`src/rtl/f1_light_seq.sv`:
```
// f1_light_seq: tick-driven start-light sequencer feeding the reaction timer.
// Define F1_RANDOM_DELAY_EN to take the hold delay from an internal LFSR instead of DELAY_FIXED.
module f1_light_seq #(
    parameter int unsigned N_LIGHTS    = 8,
    parameter int unsigned LFSR_BITS   = 7,
    parameter int unsigned DELAY_FIXED = 16
) (
    input  logic                clkin,
    input  logic                rst_n,
    input  logic                tick,
    input  logic                trigger,
    output logic [N_LIGHTS-1:0] ledr,
    output logic                cmd_seq,
    output logic                cmd_delay,
    output logic                time_out
);

    typedef enum logic [1:0] {StIdle, StLights, StDelay} state_e;

    state_e               state_q, state_d;
    logic                 trig_q;
    logic                 start;
    logic [N_LIGHTS-1:0]  ledr_q, ledr_d;
    logic [LFSR_BITS-1:0] dcnt_q, dcnt_d;
    logic [LFSR_BITS-1:0] delay_val;
    logic                 time_out_q, time_out_d;

`ifdef F1_RANDOM_DELAY_EN
    logic [LFSR_BITS-1:0] lfsr_q;

    // Fibonacci x^7+x^6+1; free-running so the delay depends on when the user pressed start.
    always_ff @(posedge clkin or negedge rst_n) begin
        if (!rst_n) begin
            lfsr_q <= LFSR_BITS'(1);
        end else begin
            lfsr_q <= {lfsr_q[LFSR_BITS-2:0], lfsr_q[LFSR_BITS-1] ^ lfsr_q[LFSR_BITS-2]};
        end
    end

    assign delay_val = lfsr_q;
`else
    assign delay_val = LFSR_BITS'(DELAY_FIXED);
`endif

    assign start = trigger & ~trig_q;

    always_comb begin
        state_d    = state_q;
        ledr_d     = ledr_q;
        dcnt_d     = dcnt_q;
        time_out_d = 1'b0;
        unique case (state_q)
            StIdle: begin
                if (start) begin
                    state_d = StLights;
                end
            end
            StLights: begin
                if (tick) begin
                    ledr_d = {ledr_q[N_LIGHTS-2:0], 1'b1};
                    // This tick lights the last LED.
                    if (&ledr_q[N_LIGHTS-2:0]) begin
                        dcnt_d  = delay_val;
                        state_d = StDelay;
                    end
                end
            end
            StDelay: begin
                if (tick) begin
                    dcnt_d = dcnt_q - LFSR_BITS'(1);
                    if (dcnt_q == LFSR_BITS'(1)) begin
                        ledr_d     = '0;
                        time_out_d = 1'b1;
                        state_d    = StIdle;
                    end
                end
            end
            default: begin
                state_d = StIdle;
            end
        endcase
    end

    always_ff @(posedge clkin or negedge rst_n) begin
        if (!rst_n) begin
            state_q    <= StIdle;
            trig_q     <= 1'b0;
            ledr_q     <= '0;
            dcnt_q     <= '0;
            time_out_q <= 1'b0;
        end else begin
            state_q    <= state_d;
            trig_q     <= trigger;
            ledr_q     <= ledr_d;
            dcnt_q     <= dcnt_d;
            time_out_q <= time_out_d;
        end
    end

    assign ledr      = ledr_q;
    assign time_out  = time_out_q;
    assign cmd_seq   = (state_q == StLights);
    assign cmd_delay = (state_q == StDelay);

endmodule

```
`config.mk`:
```
export PLATFORM = sky130hd
export DESIGN_NAME = f1_light_seq
export DESIGN_NICKNAME = d
export VERILOG_FILES = /design/src/rtl/f1_light_seq.sv
export SDC_FILE = /design/constraint.sdc
export NUM_CORES = 1
export LEC_CHECK = 0
export ABC_AREA = 1
export BUFFER_PORTS_ARGS = -buffer_cell sky130_fd_sc_hd__buf_2
export CAP_MARGIN = 20
export CORE_ASPECT_RATIO = 0.8
export CORE_MARGIN = 10
export CORE_UTILIZATION = 35
export CTS_BUF_LIST = sky130_fd_sc_hd__clkbuf_8
export CTS_CLUSTER_DIAMETER = 80
export DETAILED_ROUTE_END_ITERATION = 10
export PLACE_DENSITY_LB_ADDON = 0.15
export SLEW_MARGIN = 40
export SYNTH_ARGS = -nofsm -noshare
export SYNTH_HDL_FRONTEND = slang
export SYNTH_SLANG_ARGS = --single-unit
```
`constraint.sdc`:
```
create_clock -name clkin -period 1.5 [get_ports clkin]
set_clock_uncertainty 0.05 [all_clocks]
set_input_delay 0.225 -clock clkin [delete_from_list [all_inputs] [get_ports clkin]]
set_output_delay 0.225 -clock clkin [all_outputs]
set_load 0.03 [all_outputs]
```
Word level (Yosys, flattened, before mapping):

Index checks and enable logic that the tools add are counted.

* memories: 0
* bits of input ports: 4
* word-level logic and storage cells: 39
* memory bits (read-only): 0
* output and inout port bits: 11
* register bits: 19
* latch bits: 0
* memory bits (writable): 0

* shifts and indexed selects: 0
* reductions and logical operators: 6
* mux-type cells: 17
* div/mod/pow operators: 0
* bitwise operators: 2
* $lt $le $gt $ge: 0
* add/sub/neg operators: 1
* $mul: 0
* eq/ne operators: 8

Operators by type and width (count)
* two-way mux 8 bit: 3
* two-way mux 7 bit: 3
* one-hot mux 8 bit (2 select lines): 1
* one-hot mux 7 bit (2 select lines): 1
* two-way mux 2 bit: 5
* AND reduction 4 bit: 2
* equality test 7 x 1 -> 1 bit, second input constant: 1
* AND reduction 7 bit: 1
* subtractor 7 x 1 -> 7 bit, second input constant: 1
* != test 2 bit, second input constant: 3
* one-hot mux 2 bit (3 select lines): 1
* AND reduction 5 bit: 1
* != test 2 x 1 -> 1 bit, second input constant: 2
* two-way mux 1 bit: 3
* equality test 2 x 1 -> 1 bit, second input constant: 1
* equality test 2 bit, second input constant: 1
* zero test 2 bit: 1
* nonzero test 2 bit: 1
* bitwise AND 1 bit: 1
* NOT 1 bit: 1

Longest topological paths before layout:

* depth in word-level cells: 4
* mapped depth: 9
* mapped depth without buffers: 9

Least setup slack after synthesis:

Ideal clock, no wire load.

* path type: register to register
* start point: register state_q[1]
* end point: register dcnt_q[1]
* arrival time: 1239 ps
* clock period less this slack: 1412 ps
* setup time: 124 ps
* path buffers: 0
* required time: 1326 ps
* slack: 88 ps
* cell stages (with the launch flop): 7
* cells stage by stage: dfrtp_1 > nor2_2 > nand2_2 > inv_2 > nand2_4 > nand2_2 > o21bai_2

* longest elaborated chain between the ends: 3
* elaborated cells on any way between the ends: 8
* classes of those cells: eq/ne: 5; mux: 1; reduce/logical: 2

Ends and longest elaborated chain
* from (decl): RTL line 20 `state_e state_q, state_d;`
* from (signal assigned): RTL line 86 `state_q <= StIdle;`
* from (signal assigned): RTL line 92 `state_q <= state_d;`
* equality test 2 x 1 -> 1 bit *
* via cmd_seq: RTL line 13 `output logic cmd_seq,`
* != test 2 x 1 -> 1 bit (no source line), or another cell as far along
* AND reduction 4 bit (no source line)
* to (signal assigned): RTL line 95 `dcnt_q <= dcnt_d;`
* to (decl): RTL line 24 `logic [LFSR_BITS-1:0] dcnt_q, dcnt_d;`

Mark *: on every way through the listed nets, which the timed path passes. The rest lies on a longest branch.
A chain may end at the register's enable or synchronous reset.

Worst setup path in the final report:

* start point: register state_q[1]
* end point: output cmd_delay

* longest elaborated chain between the ends: 1

Ends and longest elaborated chain
* equality test 2 bit: RTL line 103 `assign cmd_delay = (state_q == StDelay);`
* to (decl): RTL line 14 `output logic cmd_delay,`

No other way between the ends.

==> reports/qor.yml <==
outcome:
  status: "finished, final reports clean"
routing:
  drt-pass1-iter-count: 4
  drtAntennaViolNets: 0
  routed_wl_microns: 2036
  routedWlPerCell_microns: 11.13
  vias_per_cell: 4.421
  drc: 0
  vias: 809
  first_iter_violations: 48
timing:
  worst_pin_slew_ns: 0.4460
  fin_crit_sh: 0.9363
  setup_viol: 0
  min_period_ns: 1.404
  tns_ns: 0
  timing.slew.headroom: 0.7027
  rsz0062_at_grt: "false"
  finalHoldViolations: 0
  fmax_ghz: 0.7120
  final_max_slew_viol_count: 0
critical_path:
  required_ns: 1.22
  setup.worst_path.class: "flop to output pin"
  crit_top_cell: "buf_4"
  path_max_fanout: 4
  slowest_stage: "dfrtp_1"
  slowest_delay_ns: 0.39
  path_delay_family: "flip-flops"
  cp-end-kind: "output pin"
  path_buf_inv: 3
  crit_chain: "buf_4 -> nand2_4 -> inv_4 -> buf_4"
  arrival_ns: 1.13
  start_kind: "flop"
finish:
  area_delta_synth_final_pct: 17.70
  fin_util: 0.4329
  fillerInstances: 298
  seq_area_sq_um: 475.5
  nNetsFinal: 152
  multiInputGateArea_sq_um: 452.9
  layout_commonest_cell: "nand2_1"
  antennaDiodeCount: 0
  fin_area_sq_um: 1206
  drive_above_1_share: 0.3103
  layout_common_cells: "nand2_1 (25), dfrtp_1 (19), nand3_1 (16), inv_1 (14), buf_2 (13)"
logic_synthesis:
  syn-mean-instance-area_sq_um: 8.198
  ys.warnings.count: 0
  ys_ff_latch: 19
  synth_cells: 125
  syn_area_sq_um: 1025
  ys_seq_area_frac: 0.4640
  synth_nets: 131
  synth_cell_type_count: 19
pwr:
  max-vdd-ir-drop_mv: 0.7695
  pwr-share-seq: 0.401
  p_comb_frac: 0.400
  switchingPower_mw: 0.7648
  sw_frac_of_total: 0.4242
  internal_power_mw: 1.038
  clkPwrFrac: 0.199
  p_per_area_nw_per_um2: 1495
  p_leak_nw: 0.6861
global_routing:
  grt_usage: 0.08564
  overflow: 0
  grt_max_degree: 20
  first_global_vias: 774
  antenna_found_initial: 0
  grt_pass1_wl_microns: 3622
floorplan:
  rows: 17
  num_io_pins: 15
  design.die.area_sq_um: 5505
  die-width_microns: 80.50
  start_util: 0.3678
  core_area_sq_um: 2786
  die_h_microns: 68.40
clock_network:
  clk_latency_ns: 0.26
  cts_num_sinks: 19
  cts_tree: "done"
  postCtsSetupRepairBufs: 0
  cts-root-buf: "clkbuf_8"
  h-tree-depth: 1
  clkTransAtPathRegs_ns: 0.07
  clockBufferDepth: 2
  cts_made_buffers: 3
run:
  max_cap_violations: 0
placed_design:
  placed_cell_area_sq_um: 1146
  gp_congestion: 0.7578
  hpwl_microns: 1609
  io_buffers: 14
hold_path:
  hp-class: "input pin to flop"
[path summary, 6_finish.rpt]
kind | start | to | slack (ns) | cells after the start
min in group asynchronous | rst_n | ledr[1]$_DFFE_PN0P_ | 0.38 | 2
worst min-delay path | trigger | trig_q$_DFF_PN0_ | 0.04 | 1
worst max register to register | dcnt_q[1]$_DFFE_PN0P_ | ledr[3]$_DFFE_PN0P_ | 0.16 | 9
worst min register to register | state_q[0]$_DFFE_PN0P_ | state_q[0]$_DFFE_PN0P_ | 0.47 | 2
max in group asynchronous | rst_n | state_q[0]$_DFFE_PN0P_ | 0.70 | 2
worst max-delay path | state_q[1]$_DFFE_PN0P_ | cmd_delay | 0.1 | 4
[power by group through the flow]
| stage | Sequential, mW | Clock [mW] | Combinational (mW) |
|---|---|---|---|
| floorplan | 0.886 | 0 | 0.383 |
| global placement | 0.734 | 0 | 0.726 |
| global route | 0.740 | 0.401 | 0.800 |
| CTS | 0.722 | 0.381 | 0.738 |
| finish | 0.723 | 0.359 | 0.721 |
| detailed placement | 0.732 | 0 | 0.732 |
[area by class of cell]
cell class,count,share of cell area
Sequential cell,19,0.3942
Multi-Input combinational cell,83,0.3755
Timing Repair Buffer,17,0.08091
Inverter,22,0.07158
Tap cell,38,0.03942
Clock buffer,3,0.03423
Clock inverter,1,0.004149
[worst reg2reg max path, stage by stage, from the launching register on]
cell and delay, ns:
dfrtp_1 0.38, inv_2 0.09, ha_1 0.14, inv_1 0.03
nor2_1 0.07, nand3_1 0.10, inv_1 0.09, nand2_2 0.11
nand3_1 0.09, o21ai_1 0.06
[state kept, by name, indices dropped and copies added, names as in the netlist]
name and cells:
dcnt_q 7, ledr 8, state_q 2, time_out 1, trig_q 1
[logic make-up (layout without fill, tap and decap cells)]
kind of cell | count (synthesis) | count (layout) | share of synthesized area
AO/OA/AOI/OAI | 14 | 14 | 0.09279
flip-flops | 19 | 19 | 0.4640
AND/OR/NAND/NOR | 67 | 67 | 0.3248
buffers and inverters | 23 | 43 | 0.09401
adder cells (fa/ha/maj) | 2 | 2 | 0.02442
[Yosys cell counts]
master / number / area share
nor2_1: 12 / 0.044
clkinv_2: 2 / 0.0098
nor2_2: 2 / 0.012
o21bai_2: 1 / 0.011
dfrtp_1: 19 / 0.46
nor3_1: 2 / 0.0098
o21ai_2: 5 / 0.043
a21oi_1: 3 / 0.015
nand2_2: 5 / 0.031
nand2_4: 3 / 0.033
ha_1: 2 / 0.024
nand4_1: 1 / 0.0061
o21ai_1: 5 / 0.024
inv_2: 5 / 0.018
buf_6: 1 / 0.011
inv_1: 15 / 0.055
nand2_1: 25 / 0.092
nand3_1: 16 / 0.078
nor2_8: 1 / 0.020
[per-layer routing]
| metal | up-vias | share of wire | GRT usage |
|---|---|---|---|
| met1 | 360 | 0.46 | 0.09795 |
| met4 | 0 | 0.0083 | 0.03289 |
| met2 | 11 | 0.47 | 0.1359 |
| met5 | - | 0 | 0 |
| li1 | 436 | - | - |
| met3 | 2 | 0.058 | 0.04188 |
[what timing repair did]
action	in CTS	in global routing
setup endpoints to repair	0	8
hold endpoints to repair	19	0
resized for setup	0	4
hold buffers	1	0
[through the flow]
step | power [mW] | hold slack, ns | cells | worst slack, ns
2_1_floorplan | 1.269 | -0.1206 | 125 | 0.08762
3_3_place_gp | 1.459 | 0.1443 | 178 | 0.1763
3_5_place_dp | 1.464 | 0.1476 | 178 | 0.1335
4_1_cts | 1.841 | 0.02967 | 183 | 0.02351
5_1_grt | 1.942 | 0.02469 | 183 | 0.02406
6_report | 1.803 | 0.03932 | 183 | 0.09558
No activity file was read; power rests on OpenSTA's default activity.
